[src/rtl/enc_acq_ctrl_pkg.sv]
// Shared types and constants for the encoder acquisition controller.
// Holds the controller state encoding and the default sizing of the block.
// No logic; imported by the controller and its sample FIFO.
package enc_acq_ctrl_pkg;

   localparam int unsigned DEF_DEPTH = 4;    // sample FIFO depth, power of 2, >= 2
   localparam int unsigned DEF_TMO_W = 16;   // timeout counter width
   localparam int unsigned CNT_W     = 16;   // sample count width
   localparam int unsigned DATA_W    = 64;   // encoder counter / sample width

   typedef enum logic [2:0] {
      ST_IDLE  = 3'd0,
      ST_ARM   = 3'd1,
      ST_RUN   = 3'd2,
      ST_DRAIN = 3'd3,
      ST_ERROR = 3'd4
   } state_e;

   // The encoder counter is armed only while waiting for and taking samples.
   function automatic logic is_armed_state(input state_e s);
      return (s == ST_ARM) || (s == ST_RUN);
   endfunction

endpackage

[src/rtl/enc_acq_fifo.sv]
// Sample FIFO: 64-bit words, P_DEPTH entries, synchronous flush.
// Latency: a pushed word is visible at the head one cycle after the push.
// Backpressure: push is dropped when full unless a pop happens in the same cycle.
module enc_acq_fifo
   import enc_acq_ctrl_pkg::*;
#(
   parameter int unsigned P_DEPTH = DEF_DEPTH
) (
   input  logic              clk_i,
   input  logic              rst_i,
   input  logic              push_i,
   input  logic              pop_i,
   input  logic              flush_i,
   input  logic [DATA_W-1:0] wdata_i,
   output logic [DATA_W-1:0] rdata_o,
   output logic              full_o,
   output logic              empty_o
);

   localparam int unsigned AW      = (P_DEPTH > 1) ? $clog2(P_DEPTH) : 1;
   localparam logic [AW:0]   DEPTH_C = (AW+1)'(P_DEPTH);
   localparam logic [AW:0]   CNT_ONE = (AW+1)'(1);
   localparam logic [AW-1:0] PTR_ONE = AW'(1);

   logic [DATA_W-1:0] mem_q [P_DEPTH];
   logic [AW-1:0]     wr_ptr_q, wr_ptr_d;
   logic [AW-1:0]     rd_ptr_q, rd_ptr_d;
   logic [AW:0]       cnt_q, cnt_d;
   logic              do_push, do_pop;

   assign full_o  = (cnt_q == DEPTH_C);
   assign empty_o = (cnt_q == '0);
   // Head reads as zero when empty so the output is clean after reset/flush.
   assign rdata_o = empty_o ? '0 : mem_q[rd_ptr_q];

   // Pointer and occupancy update; flush overrides any push/pop.
   always_comb begin
      do_pop   = pop_i && !empty_o;
      do_push  = push_i && (!full_o || do_pop);
      wr_ptr_d = wr_ptr_q;
      rd_ptr_d = rd_ptr_q;
      cnt_d    = cnt_q;
      if (flush_i) begin
         wr_ptr_d = '0;
         rd_ptr_d = '0;
         cnt_d    = '0;
      end else begin
         if (do_push) wr_ptr_d = wr_ptr_q + PTR_ONE;
         if (do_pop)  rd_ptr_d = rd_ptr_q + PTR_ONE;
         unique case ({do_push, do_pop})
            2'b10:   cnt_d = cnt_q + CNT_ONE;
            2'b01:   cnt_d = cnt_q - CNT_ONE;
            default: cnt_d = cnt_q;
         endcase
      end
   end

   // Pointer/count registers, cleared asynchronously.
   always_ff @(posedge clk_i or posedge rst_i) begin
      if (rst_i) begin
         wr_ptr_q <= '0;
         rd_ptr_q <= '0;
         cnt_q    <= '0;
      end else begin
         wr_ptr_q <= wr_ptr_d;
         rd_ptr_q <= rd_ptr_d;
         cnt_q    <= cnt_d;
      end
   end

   // Storage write; contents need no reset because occupancy gates the head.
   always_ff @(posedge clk_i) begin
      if (do_push && !flush_i) mem_q[wr_ptr_q] <= wdata_i;
   end

endmodule

[src/rtl/enc_acq_ctrl.sv]
// Encoder acquisition controller: arms the counter, captures NSAMP samples into a FIFO.
// Latency: sample strobe to O_VALID is one cycle; O_DONE one cycle after the FIFO drains.
// Backpressure: consumer stalls via I_ACK; a strobe into a full, non-popping FIFO is an overrun error.
module enc_acq_ctrl
   import enc_acq_ctrl_pkg::*;
#(
   parameter int unsigned P_DEPTH = DEF_DEPTH,
   parameter int unsigned P_TMO_W = DEF_TMO_W
) (
   input  logic               CLK,
   input  logic               I_RST,
   input  logic               I_START,
   input  logic               I_ABORT,
   input  logic [CNT_W-1:0]   I_NSAMP,
   input  logic [P_TMO_W-1:0] I_TMO,
   output logic               O_ARM,
   input  logic [DATA_W-1:0]  I_CNT,
   input  logic               I_READY,
   input  logic               I_OVERFLOW,
   output logic [DATA_W-1:0]  O_DATA,
   output logic               O_VALID,
   input  logic               I_ACK,
   output logic               O_BUSY,
   output logic               O_DONE,
   output logic               O_ERR_TMO,
   output logic               O_ERR_OVR,
   output logic               O_OVF
);

   localparam logic [CNT_W-1:0]   SCNT_ONE = CNT_W'(1);
   localparam logic [P_TMO_W-1:0] TCNT_ONE = P_TMO_W'(1);

   state_e             state_q, state_d;
   logic [CNT_W-1:0]   nsamp_q, nsamp_d;
   logic [P_TMO_W-1:0] tmo_q, tmo_d;
   logic [CNT_W-1:0]   scnt_q, scnt_d, scnt_inc;
   logic [P_TMO_W-1:0] tcnt_q, tcnt_d, tcnt_inc;
   logic               arm_q, arm_d;
   logic               done_q, done_d;
   logic               err_tmo_q, err_tmo_d;
   logic               err_ovr_q, err_ovr_d;
   logic               ovf_q, ovf_d;

   logic               fifo_push, fifo_pop, fifo_flush;
   logic               fifo_full, fifo_empty;
   logic               push_ok;

   assign O_ARM     = arm_q;
   assign O_BUSY    = (state_q != ST_IDLE);
   assign O_DONE    = done_q;
   assign O_ERR_TMO = err_tmo_q;
   assign O_ERR_OVR = err_ovr_q;
   assign O_OVF     = ovf_q;
   assign O_VALID   = !fifo_empty;

   assign fifo_pop  = O_VALID && I_ACK;
   // A full FIFO still takes a sample if the consumer frees a slot this cycle.
   assign push_ok   = !fifo_full || fifo_pop;
   assign scnt_inc  = scnt_q + SCNT_ONE;
   assign tcnt_inc  = tcnt_q + TCNT_ONE;

   enc_acq_fifo #(
      .P_DEPTH (P_DEPTH)
   ) u_fifo (
      .clk_i   (CLK),
      .rst_i   (I_RST),
      .push_i  (fifo_push),
      .pop_i   (fifo_pop),
      .flush_i (fifo_flush),
      .wdata_i (I_CNT),
      .rdata_o (O_DATA),
      .full_o  (fifo_full),
      .empty_o (fifo_empty)
   );

   // Next-state, counters, sticky flags and FIFO control; abort has top priority.
   always_comb begin
      state_d    = state_q;
      nsamp_d    = nsamp_q;
      tmo_d      = tmo_q;
      scnt_d     = scnt_q;
      tcnt_d     = tcnt_q;
      done_d     = 1'b0;
      err_tmo_d  = err_tmo_q;
      err_ovr_d  = err_ovr_q;
      ovf_d      = ovf_q | (I_OVERFLOW & arm_q);
      fifo_push  = 1'b0;
      fifo_flush = 1'b0;

      if ((state_q != ST_IDLE) && I_ABORT) begin
         state_d    = ST_IDLE;
         fifo_flush = 1'b1;
      end else begin
         unique case (state_q)
            ST_IDLE: begin
               if (I_START) begin
                  err_tmo_d = 1'b0;
                  err_ovr_d = 1'b0;
                  ovf_d     = 1'b0;
                  if (I_NSAMP == '0) begin
                     // Empty request completes immediately without arming.
                     done_d = 1'b1;
                  end else begin
                     state_d = ST_ARM;
                     nsamp_d = I_NSAMP;
                     tmo_d   = I_TMO;
                     scnt_d  = '0;
                     tcnt_d  = '0;
                  end
               end
            end
            ST_ARM: begin
               state_d = ST_RUN;
            end
            ST_RUN: begin
               if (I_READY) begin
                  if (push_ok) begin
                     fifo_push = 1'b1;
                     scnt_d    = scnt_inc;
                     tcnt_d    = '0;
                     if (scnt_inc == nsamp_q) state_d = ST_DRAIN;
                  end else begin
                     err_ovr_d = 1'b1;
                     state_d   = ST_ERROR;
                  end
               end else if (tmo_q != '0) begin
                  tcnt_d = tcnt_inc;
                  if (tcnt_inc == tmo_q) begin
                     err_tmo_d = 1'b1;
                     state_d   = ST_ERROR;
                  end
               end
            end
            ST_DRAIN: begin
               if (fifo_empty) begin
                  done_d  = 1'b1;
                  state_d = ST_IDLE;
               end
            end
            ST_ERROR: begin
               fifo_flush = 1'b1;
               state_d    = ST_IDLE;
            end
            default: begin
               fifo_flush = 1'b1;
               state_d    = ST_IDLE;
            end
         endcase
      end

      arm_d = is_armed_state(state_d);
   end

   // State and status registers, all cleared asynchronously.
   always_ff @(posedge CLK or posedge I_RST) begin
      if (I_RST) begin
         state_q   <= ST_IDLE;
         nsamp_q   <= '0;
         tmo_q     <= '0;
         scnt_q    <= '0;
         tcnt_q    <= '0;
         arm_q     <= 1'b0;
         done_q    <= 1'b0;
         err_tmo_q <= 1'b0;
         err_ovr_q <= 1'b0;
         ovf_q     <= 1'b0;
      end else begin
         state_q   <= state_d;
         nsamp_q   <= nsamp_d;
         tmo_q     <= tmo_d;
         scnt_q    <= scnt_d;
         tcnt_q    <= tcnt_d;
         arm_q     <= arm_d;
         done_q    <= done_d;
         err_tmo_q <= err_tmo_d;
         err_ovr_q <= err_ovr_d;
         ovf_q     <= ovf_d;
      end
   end

endmodule

[config.mk]
export PLATFORM = sky130hd
export DESIGN_NAME = enc_acq_ctrl
export DESIGN_NICKNAME = d
export VERILOG_FILES = /design/src/rtl/enc_acq_ctrl_pkg.sv /design/src/rtl/enc_acq_fifo.sv /design/src/rtl/enc_acq_ctrl.sv
export SDC_FILE = /design/constraint.sdc
export NUM_CORES = 1
export LEC_CHECK = 0
export CORE_AREA = 2 2 223 170
export CTS_CLUSTER_DIAMETER = 120
export DETAILED_ROUTE_END_ITERATION = 6
export DIE_AREA = 0 0 225 172
export PLACE_DENSITY = 0.66
export SLEW_MARGIN = 25
export SYNTH_ARGS = -nofsm -noshare
export SYNTH_HDL_FRONTEND = slang
export SYNTH_SLANG_ARGS = --single-unit
[constraint.sdc]
create_clock -name CLK -period 5.8 [get_ports CLK]
set_clock_uncertainty 0.05 [all_clocks]
set_input_delay 1.74 -clock CLK [delete_from_list [all_inputs] [get_ports CLK]]
set_output_delay 1.74 -clock CLK [all_outputs]
set_load 0.02 [all_outputs]
==> impl_metrics.json <==
{
  "status": "finished clean",
  "core_area_mm2": 0.0366,
  "clk_latency_ns": 0.58,
  "gp_congestion": 0.852,
  "min_path_type": "flip-flop to flip-flop",
  "crit_path_end_kind": "output port",
  "synth_flop_cell": "edfxtp_1",
  "intPower_w": 0.00527,
  "io_pins": 174,
  "hold_violations": 0,
  "numClockSinks": 335,
  "tritoncts": "yes",
  "rr_startpoint": "scnt_q[0]",
  "synth-seq-cells": 335,
  "tns_ns": 0,
  "portBuffers": 173,
  "ant_nets": 0,
  "syn_inst": 920,
  "cp_cell_sequence": "buf_12 > mux4_2 > and2_1 > clkdlybuf4s50_1",
  "async_flop_share_pct": 23.6,
  "fin_crit_sh_pct": 84.6,
  "r2r_cells": 8,
  "h-tree-depth": 1,
  "grt_pass1_wl_um": 49400,
  "leakage_nw": 5.94,
  "core.rowCount": 61,
  "wirelength_um": 32300,
  "cts_buffers": 31,
  "die_x_um": 225,
  "critPathArrivalTime_ns": 3.12,
  "rsz0062_at_grt": "false",
  "slowest_stage": "dfrtp_4",
  "total_power_w": 0.00773,
  "dr.first_iter.drc_count": 716,
  "peakVddDrop_mv": 0.279,
  "overflow": 0,
  "r2r_end": "O_ARM",
  "clockRootBuffer": "clkbuf_16",
  "grt_max_degree": 66,
  "crit_required_ns": 4.01,
  "grt_usage_pct": 16.7,
  "seqCellArea_mm2": 0.00967,
  "synth.distinct_cells": 74,
  "critPathKind": "flip-flop to output port",
  "multi_input_area_mm2": 0.00456,
  "relSlewSlack_pct": 33.0,
  "postCtsHoldBufs": 0,
  "path_max_fanout": 34,
  "cp-start-kind": "flip-flop",
  "avgSynthCellArea_um2": 15.7,
  "fin_crit_ns": 4.91,
  "slew_violations": 0,
  "post_cts_buffers": 0,
  "yosysSeqAreaShare_pct": 66.7,
  "cts.reportedPaths.clkPinSlew_ns": 0.06,
  "vias_per_cell": 5.40,
  "ctsResizeCount": 0,
  "dp_hpwl_um": 21300,
  "critPathLaunch": "u_fifo.rd_ptr_q[0]",
  "hold_path_depth": 2,
  "powerDensity_mw_per_mm2": 436,
  "p_comb_share_pct": 34.2,
  "clockBufferDepth": 3,
  "min-delay-start": "O_ERR_TMO",
  "layout.nets": 1195,
  "die_area_mm2": 0.0387,
  "yosysWarnings": 0,
  "drive_gt1_share_pct": 15.7,
  "drv_cap": 0,
  "seq_power_share_pct": 40.8,
  "mostFrequentLayoutCell": "edfxtp_1",
  "n_fill_cell": 3078,
  "drcViolationCount": 0,
  "grt_pass1_vias": 8533,
  "max_freq_mhz": 204,
  "dr.pass1.iters": 5,
  "rrSetupSlack_ns": 2.84,
  "clockPowerShare_pct": 25.0,
  "area_delta_synth_final_pct": 22.2,
  "postSynthNetCount": 1030,
  "switchingPower_w": 0.00246,
  "start_util_pct": 39.6,
  "netlist_area_mm2": 0.0145,
  "final_cell_mix": "edfxtp_1, clkdlybuf4s50_1, dfrtp_1, and2_1, mux4_2",
  "vias": 8551,
  "min_to": "O_ERR_TMO",
  "swShare_pct": 31.8,
  "slowest_delay_ns": 0.89,
  "worstMarginPinSlew_ns": 1.01,
  "wl_per_cell_um": 20.4,
  "hold_slack_ns": 0.435,
  "die_h_um": 172,
  "synth_edf_count": 256,
  "setup_viol": 0,
  "antenna_found_initial": 3
}
-- sequential cells by signal (all words and copies together) (netlist names), 2 cells and up --
signal	count
tmo_q	16
u_fifo.mem_q	256
tcnt_q	16
state_q	3
u_fifo.rd_ptr_q	2
scnt_q	16
nsamp_q	16
u_fifo.wr_ptr_q	2
u_fifo.cnt_q	3
-- how the worst max path moves through the flow --
stage               slack, ns                  end  depth (start not counted)
finish                   0.89           O_DATA[27]                          4
global route             0.69           O_DATA[39]                          4
CTS                      0.79           O_DATA[27]                          4
detailed placement       1.30  u_fifo.mem_q[3][33]                          7
global placement         1.36  u_fifo.mem_q[1][51]                          7
floorplan                0.94   u_fifo.mem_q[0][0]                          5
-- cell families (layout without fill, tap and decap cells) --
kind of cell	count (synthesis)	count (layout)	synth area share (%)
and+or+nand+nor	261	261	10.5
buffers and inverters	62	250	1.84
muxes	99	99	12.6
AOI/OAI and AO/OA	122	122	5.43
xor gates and xnor gates	33	33	2.09
DFF	335	335	66.7
other	0	3	0
adders and majority gates	8	8	0.726
-- worst max-delay path, delay by kind of cell (launching register included) --
kind	cells	cell delay, ns
mux	1	0.54
buf+inv	2	0.86
flops	1	0.89
simple gates	1	0.22
-- power by group through the flow --
stage | registers (W) | logic, W | clock network [W]
floorplan | 0.00300 | 0.00173 | 0
global placement | 0.00320 | 0.00266 | 0
detailed placement | 0.00320 | 0.00266 | 0
CTS | 0.00316 | 0.00269 | 0.00198
global route | 0.00320 | 0.00285 | 0.00207
finish | 0.00315 | 0.00264 | 0.00193
-- through the flow --
stage	utilization [%]	std cells	instance area [um2]	setup slack, ns
final	48.4	1583	17700	0.892
after global routing	48.4	1580	17700	0.692
after CTS	48.4	1580	17700	0.786
after detailed placement	45.8	1524	16700	1.30
after global placement	45.8	1524	16700	1.36
after floorplan	-	920	14500	0.942
-- cell usage after synthesis (10+ instances only) --
cell	n	area, um2
nor2_1	34	128
nor3_1	12	60.1
nor4_1	15	93.8
xor2_1	14	123
clkbuf_1	35	131
o21ai_0	52	260
mux2_2	32	360
nand2_1	44	165
mux4_2	64	1440
nand4_1	10	62.6
dfrtp_1	79	1980
xnor2_1	18	158
and2_1	76	475
edfxtp_1	256	7690
a21oi_1	14	70.1
buf_2	11	55.1
nand3_1	16	80.1
-- metal layers --
metal	up-vias	routed length (um)	GRT usage, %	share of wire, %
li1	3906	-	-	-
met1	4360	14700	23.7	45
met2	252	14800	26.4	46
met3	31	2400	4.49	7.4
met4	2	389	2.45	1.2
met5	-	7	0	0.022
-- layout make-up --
class / instances / area share [%]
flip-flops and latches: 335 / 54.6
multi-input cells: 523 / 25.8
clock inverters: 14 / 0.714
repair buffers: 186 / 10.7
diodes: 3 / 0.0424
clock buffers: 42 / 4.62
well taps: 472 / 3.34
inverters: 8 / 0.170
(Power assumes the default switching activity.)
